**src/rtl/rtc_alarm_top.sv**
```systemverilog
// Real-time clock with packed-BCD time of day, one alarm, and a Wishbone
// classic slave port. A prescaler turns clk_i into a once-per-second tick
// that advances SEC/MIN/HOUR in one edge. The alarm flag sets when a tick
// lands on the alarm time.
module rtc_alarm_top #(
    parameter int CLOCK_FREQ = 50000000,
    parameter int CNT_W      = 27
) (
    input  logic        clk_i,
    input  logic        rst_i,
    input  logic        cyc_i,
    input  logic        stb_i,
    input  logic        we_i,
    input  logic [3:0]  sel_i,
    input  logic [31:0] adr_i,
    input  logic [31:0] dat_i,
    output logic [31:0] dat_o,
    output logic        ack_o,
    output logic        irq_o
);

    typedef enum logic [2:0] {
        REG_SEC      = 3'd0,
        REG_MIN      = 3'd1,
        REG_HOUR     = 3'd2,
        REG_ALM_SEC  = 3'd3,
        REG_ALM_MIN  = 3'd4,
        REG_ALM_HOUR = 3'd5,
        REG_CTRL     = 3'd6,
        REG_STATUS   = 3'd7
    } reg_addr_e;

    localparam logic [CNT_W-1:0] PRESC_MAX = CNT_W'(CLOCK_FREQ - 1);

    // Next BCD value with carry. Invalid digits and values at or past the
    // limit both load 0x00 and carry, so a corrupt field recovers on one tick.
    function automatic logic [8:0] bcd_inc(input logic [7:0] v, input logic [7:0] max_v);
        logic [8:0] r;
        if (v[7:4] > 4'd9 || v[3:0] > 4'd9 || v >= max_v)
            r = {1'b1, 8'h00};
        else if (v[3:0] == 4'd9)
            r = {1'b0, v[7:4] + 4'd1, 4'd0};
        else
            r = {1'b0, v[7:4], v[3:0] + 4'd1};
        return r;
    endfunction

    reg_addr_e        reg_idx;
    logic             accept;
    logic             wr_en;
    logic             wr_time;
    logic             tick;
    logic             tick_apply;
    logic             alarm_hit;
    logic             alarm_clr;
    logic [CNT_W-1:0] presc;
    logic [7:0]       sec, min, hour;
    logic [7:0]       alm_sec, alm_min, alm_hour;
    logic             run, irq_en, alarm;
    logic [8:0]       sec_inc, min_inc, hour_inc;
    logic [7:0]       sec_nxt, min_nxt, hour_nxt;
    logic [7:0]       rd_data;
    logic [7:0]       rd_q;
    logic             unused_bits;

    assign reg_idx    = reg_addr_e'(adr_i[4:2]);
    assign accept     = cyc_i & stb_i & ~ack_o;
    assign wr_en      = accept & we_i & sel_i[0];
    assign wr_time    = wr_en & (reg_idx == REG_SEC || reg_idx == REG_MIN || reg_idx == REG_HOUR);
    assign tick       = run & (presc == PRESC_MAX);
    // A time write wins over a coincident tick: the written field is stored
    // and the other fields hold, so software sees exactly what it wrote.
    assign tick_apply = tick & ~wr_time;
    assign alarm_clr  = wr_en & (reg_idx == REG_STATUS) & dat_i[0];
    assign dat_o      = {24'd0, rd_q};
    assign unused_bits = ^{sel_i[3:1], adr_i[31:5], adr_i[1:0], dat_i[31:8]};

    // Full seconds->minutes->hours cascade and alarm compare for one tick.
    // NOTE: every always_comb output gets a default first so no path leaves it unassigned and infers a latch.
    always_comb begin
        sec_inc   = bcd_inc(sec,  8'h59);
        min_inc   = bcd_inc(min,  8'h59);
        hour_inc  = bcd_inc(hour, 8'h23);
        sec_nxt   = sec_inc[7:0];
        min_nxt   = min;
        hour_nxt  = hour;
        if (sec_inc[8]) begin
            min_nxt = min_inc[7:0];
            if (min_inc[8])
                hour_nxt = hour_inc[7:0];
        end
        alarm_hit = tick_apply &&
                    ({hour_nxt, min_nxt, sec_nxt} == {alm_hour, alm_min, alm_sec});
    end

    // Read mux; reserved bits read as zero.
    always_comb begin
        rd_data = 8'h00;
        case (reg_idx)
            REG_SEC:      rd_data = sec;
            REG_MIN:      rd_data = min;
            REG_HOUR:     rd_data = hour;
            REG_ALM_SEC:  rd_data = alm_sec;
            REG_ALM_MIN:  rd_data = alm_min;
            REG_ALM_HOUR: rd_data = alm_hour;
            REG_CTRL:     rd_data = {6'd0, irq_en, run};
            REG_STATUS:   rd_data = {7'd0, alarm};
            default:      rd_data = 8'h00;
        endcase
    end

    // Bus handshake: one-cycle ack after each accepted request, read data captured at acceptance.
    // NOTE: state is updated with non-blocking assignments so every flop samples pre-edge values.
    always_ff @(posedge clk_i or posedge rst_i) begin
        if (rst_i) begin
            ack_o <= 1'b0;
            rd_q  <= 8'h00;
        end else begin
            ack_o <= accept;
            if (accept)
                rd_q <= rd_data;
        end
    end

    // Prescaler: wraps at CLOCK_FREQ-1 while running, restarts on any time write.
    always_ff @(posedge clk_i or posedge rst_i) begin
        if (rst_i)
            presc <= '0;
        else if (wr_time)
            presc <= '0;
        else if (run)
            presc <= (presc == PRESC_MAX) ? '0 : presc + 1'b1;
    end

    // Time-of-day registers: bus write has priority, otherwise advance on tick.
    // NOTE: this small register file lives in flops, not RAM, so every entry has a defined reset value.
    always_ff @(posedge clk_i or posedge rst_i) begin
        if (rst_i) begin
            sec  <= 8'h00;
            min  <= 8'h00;
            hour <= 8'h00;
        end else if (wr_time) begin
            case (reg_idx)
                REG_SEC:  sec  <= dat_i[7:0];
                REG_MIN:  min  <= dat_i[7:0];
                REG_HOUR: hour <= dat_i[7:0];
                default:  ;
            endcase
        end else if (tick_apply) begin
            sec  <= sec_nxt;
            min  <= min_nxt;
            hour <= hour_nxt;
        end
    end

    // Alarm time and control registers, written only from the bus.
    always_ff @(posedge clk_i or posedge rst_i) begin
        if (rst_i) begin
            alm_sec  <= 8'h00;
            alm_min  <= 8'h00;
            alm_hour <= 8'h00;
            run      <= 1'b1;
            irq_en   <= 1'b0;
        end else if (wr_en) begin
            case (reg_idx)
                REG_ALM_SEC:  alm_sec  <= dat_i[7:0];
                REG_ALM_MIN:  alm_min  <= dat_i[7:0];
                REG_ALM_HOUR: alm_hour <= dat_i[7:0];
                REG_CTRL: begin
                    run    <= dat_i[0];
                    irq_en <= dat_i[1];
                end
                default: ;
            endcase
        end
    end

    // Alarm flag (set beats write-1-to-clear) and registered interrupt level.
    always_ff @(posedge clk_i or posedge rst_i) begin
        if (rst_i) begin
            alarm <= 1'b0;
            irq_o <= 1'b0;
        end else begin
            if (alarm_hit)
                alarm <= 1'b1;
            else if (alarm_clr)
                alarm <= 1'b0;
            irq_o <= alarm & irq_en;
        end
    end

endmodule

```
**config.mk**
```make
export PLATFORM = sky130hd
export DESIGN_NAME = rtc_alarm_top
export DESIGN_NICKNAME = d
export VERILOG_FILES = /design/src/rtl/rtc_alarm_top.sv
export SDC_FILE = /design/constraint.sdc
export NUM_CORES = 1
export LEC_CHECK = 0
export ABC_CLOCK_PERIOD_IN_PS = 6700
export BUFFER_PORTS_ARGS = -buffer_cell sky130_fd_sc_hd__clkbuf_2
export CORE_UTILIZATION = 61
export DETAILED_ROUTE_END_ITERATION = 7
export PLACE_DENSITY = 0.86
export SLEW_MARGIN = 20
export SYNTH_ARGS = -nofsm -noshare
export SYNTH_HDL_FRONTEND = slang
export SYNTH_SLANG_ARGS = --single-unit
```
**constraint.sdc**
```tcl
create_clock -name clk_i -period 6.7 [get_ports clk_i]
set_input_delay 1.675 -clock clk_i [delete_from_list [all_inputs] [get_ports clk_i]]
set_output_delay 1.675 -clock clk_i [all_outputs]
set_load 0.01 [all_outputs]
```
==> run summary <==
* **top-level port count** 107
* **cell family contributing the most delay on the critical path** simple AND/OR/NAND/NOR gates
* **post-route setup TNS** 0 ns
* **# rows** 35
* **total length of routed wires** 16,300 um
* **largest vdd supply drop** 0.187 mV
* **data arrival time of the critical path** 4.17 ns
* **Synth Cell Area** 5820 um2
* **post-detailed-route count of antenna-violating nets** 0
* **Critical Setup Path Class** input port to flop
* **#FFs+latches synth** 88
* **worst hold path type** flop to flop
* **buffers inserted during post-CTS setup optimization** 0
* **Core Area** 9240 um2
* **power density over the cells** 236 nW/um2
* **count of distinct cell types in the synthesized netlist** 76
* **Port-buffer cells** 26
* **final worst clock skew** 0.0185 ns
* **total CTS buffers** 9
* **worst max-slew margin expressed relative to the limit** 0.347
* **number of sinks driven by the clock tree** 88
* **Endpoint, Worst Hold** rd_q[4]
* **maxcap violations** 0
* **Period Utilization, post-route** 0.586
* **Post-synth top cells** 87 x sky130_fd_sc_hd__dfrtp_1, 71 x sky130_fd_sc_hd__nor2_1, 66 x sky130_fd_sc_hd__nand2_1
* **post-synthesis sequential area ratio** 0.379
* **Critical R2R Launch** sec[5]
* **crit path buf inv count** 2
* **Setup crit end kind** flop
* **gate count after technology mapping** 659
* **mean number of vias per cell** 6.57
* **clock tree from TritonCTS** done
* **number of warnings reported in the yosys synthesis log** 0
* **data required time at the worst endpoint** 6.95 ns
* **number of design rule violations left after detail routing** 0
* **share of post-route cells with drive strength above 1** 0.142
* **largest net degree at the start of global routing** 73
* **antenna diode count** 0
* **transition time at the pin with the least slew margin** 0.975 ns
* **mean instance size in the synthesized netlist** 8.82 um2
* **least setup slack across all paths after layout** 2.77 ns
* **clock transition at the registers of the reported paths** 0.10 ns
* **top area cells in the synthesized netlist** sky130_fd_sc_hd__dfrtp_1 37%, sky130_fd_sc_hd__mux2_2 5.4%, sky130_fd_sc_hd__o21ai_0 4.7%
* **Synth top area share** 0.374
* **EDFF count, synth** 0
* **total global routing overflow** 0
* **leakage** 2.62 nW
* **max-slew violation count** 0
* **number of failing hold endpoints at the final stage** 0
* **deepest level of the CTS H-tree** 3
* **count of instances resized after the clock tree is built** 0
* **delay contributed by the slowest stage of the critical path** 0.69 ns
* **die span in y** 99.6 um
* **clock root cell** sky130_fd_sc_hd__clkbuf_8
* **status** finished clean
* **Total GRT Usage** 0.344
* **Post-synth top flop** sky130_fd_sc_hd__dfrtp_1
* **CP Cell Sequence** clkbuf_2 -> clkinv_1 -> nor3_1 -> nand2_1 -> mux2_2
* **share of flip-flops with an asynchronous set or reset after synthesis** 1.00
* **average wire per standard cell** 20.4 um
* **initial core utilization** 0.629
* **DR pass1 iterations** 6
* **vias in the first global route** 5,043
* **number of design-rule violations left by the first detailed-router iteration** 621
* **clk_lat worst skew** 0.37 ns
* **Final GP Congestion** 0.960
* **Worst setup SP type** input port
* **routed vias** 5,246
* **Max clock buf depth** 2
* **horizontal die dimension** 99.6 um
* **beginning of the worst hold path** rd_q[4]
* **cell type of the slowest stage on the worst timing path** sky130_fd_sc_hd__nor3_1
* **wire length of the first global-routing pass** 25,900 um
* **first element of the critical path** adr_i[4]
* **Critical Path Fanout Max** 15
* **Register-to-Register Setup Slack** 3.64 ns
* **initial antenna violation count** 0
* **number of hold-repair buffers added at the cts stage** 0
* **time the worst path needs with I/O delays and setup** 3.93 ns
* **count leader, synth** sky130_fd_sc_hd__dfrtp_1
* **pre-CTS worst setup slack** 2.43 ns
* **library cell occupying the most area in the post-synthesis netlist** sky130_fd_sc_hd__dfrtp_1
* **setup violation total in the final timing report** 0
* **unrepaired setup endpoints after global routing** no
* **growth of design area from synthesis to finish** 5.40%
* **area of the die** 9930 um2
* **Register-to-Register Path Depth** 10
* **R2R Path End** alarm
* **f_max** 255 MHz
* **worst hold path cell count** 2
* **HPWL Detailed** 11,800 um
* **number of nets in the layout** 748
tightest hold or removal path, cell delays in order (launching register included):
cell	delay (ns)
sky130_fd_sc_hd__dfrtp_1	0.35
sky130_fd_sc_hd__nand2_1	0.04
sky130_fd_sc_hd__o21ai_0	0.06
state kept, by name, indices dropped and copies added, names as in the netlist:
signal    flops
ack_o         1
alm_hour      8
hour          8
min           8
sec           8
run           1
irq_en        1
irq_o         1
alm_min       8
rd_q          8
alm_sec       8
alarm         1
presc        27
where the power goes:
group          internal, mW  switching, mW
registers             0.587         0.0942
clock network         0.232          0.197
logic                 0.136          0.200
area by class of cell:
type | instances | area, um2
multi-input cells | 516 | 3300
clock inverters | 4 | 76.3
inverters | 21 | 80.1
fillers | 741 | 3110
clock buffers | 12 | 155
well taps | 129 | 161
flip-flops and latches | 88 | 2200
repair buffers | 29 | 153
routing by layer:
| metal | up-vias | part of all wire | track usage |
|---|---|---|---|
| met5 | - | 0 | 0 |
| met4 | 0 | 0.063 | 0.225 |
| met3 | 84 | 0.086 | 0.0689 |
| met2 | 321 | 0.47 | 0.561 |
| met1 | 2500 | 0.38 | 0.415 |
| li1 | 2341 | - | - |
layout by cell type (no fill, tap or decap), types with 4 or more instances in the layout:
cell                       count
sky130_fd_sc_hd__or2_2         4
sky130_fd_sc_hd__inv_1        19
sky130_fd_sc_hd__dfrtp_1      87
sky130_fd_sc_hd__o21ai_0      55
sky130_fd_sc_hd__nand4_1       9
sky130_fd_sc_hd__a21oi_1      30
sky130_fd_sc_hd__or3_1         5
sky130_fd_sc_hd__clkbuf_2     26
sky130_fd_sc_hd__and2_1        6
sky130_fd_sc_hd__nor3_1       16
sky130_fd_sc_hd__a211oi_1      4
sky130_fd_sc_hd__nand2_1      66
sky130_fd_sc_hd__mux2_2       28
sky130_fd_sc_hd__xor2_1       22
sky130_fd_sc_hd__ha_1         10
sky130_fd_sc_hd__nor2b_1       6
sky130_fd_sc_hd__o211ai_1      7
sky130_fd_sc_hd__xnor2_1      15
sky130_fd_sc_hd__a22o_1        6
sky130_fd_sc_hd__nor2_1       71
sky130_fd_sc_hd__mux2i_1       9
sky130_fd_sc_hd__a221oi_1      7
sky130_fd_sc_hd__nand3_1      22
sky130_fd_sc_hd__conb_1       24
sky130_fd_sc_hd__and3_1        6
sky130_fd_sc_hd__clkbuf_8     11
sky130_fd_sc_hd__a31oi_1       6
sky130_fd_sc_hd__nand3b_1      5
sky130_fd_sc_hd__o31ai_1       5
kinds of logic (layout without fill, tap and decap cells):
family,after synthesis,count (layout),share of synthesized area
XOR/XNOR,37,37,0.0557
AO/OA/AOI/OAI,162,162,0.186
adder cells (fa/ha/maj),10,10,0.0215
AND/OR/NAND/NOR,246,246,0.218
flip-flops,88,88,0.379
multiplexers,37,37,0.0697
buffers and inverters,78,66,0.0699
other,1,24,0.000645
worst max path at each step:
stage	to	slack (ns)	cells after the start
CTS	alm_min[4]	2.81	5
floorplan	ack_o	2.75	1
detailed placement	alm_min[4]	2.43	5
global placement	alm_min[5]	2.53	5
global route	presc[17]	2.63	8
finish	alm_min[4]	2.77	5
through the flow:
step	instances	cell area [um2]	util	hold WS, ns	total power [mW]
2_1_floorplan	682	5900	-	0.464	0.922
3_3_place_gp	783	5900	0.638	0.463	0.993
3_5_place_dp	783	5900	0.638	0.472	1.01
4_1_cts	799	6130	0.663	0.494	1.44
5_1_grt	799	6130	0.663	0.521	1.50
6_report	799	6130	0.663	0.490	1.45
No activity file was read; power rests on OpenSTA's default activity.
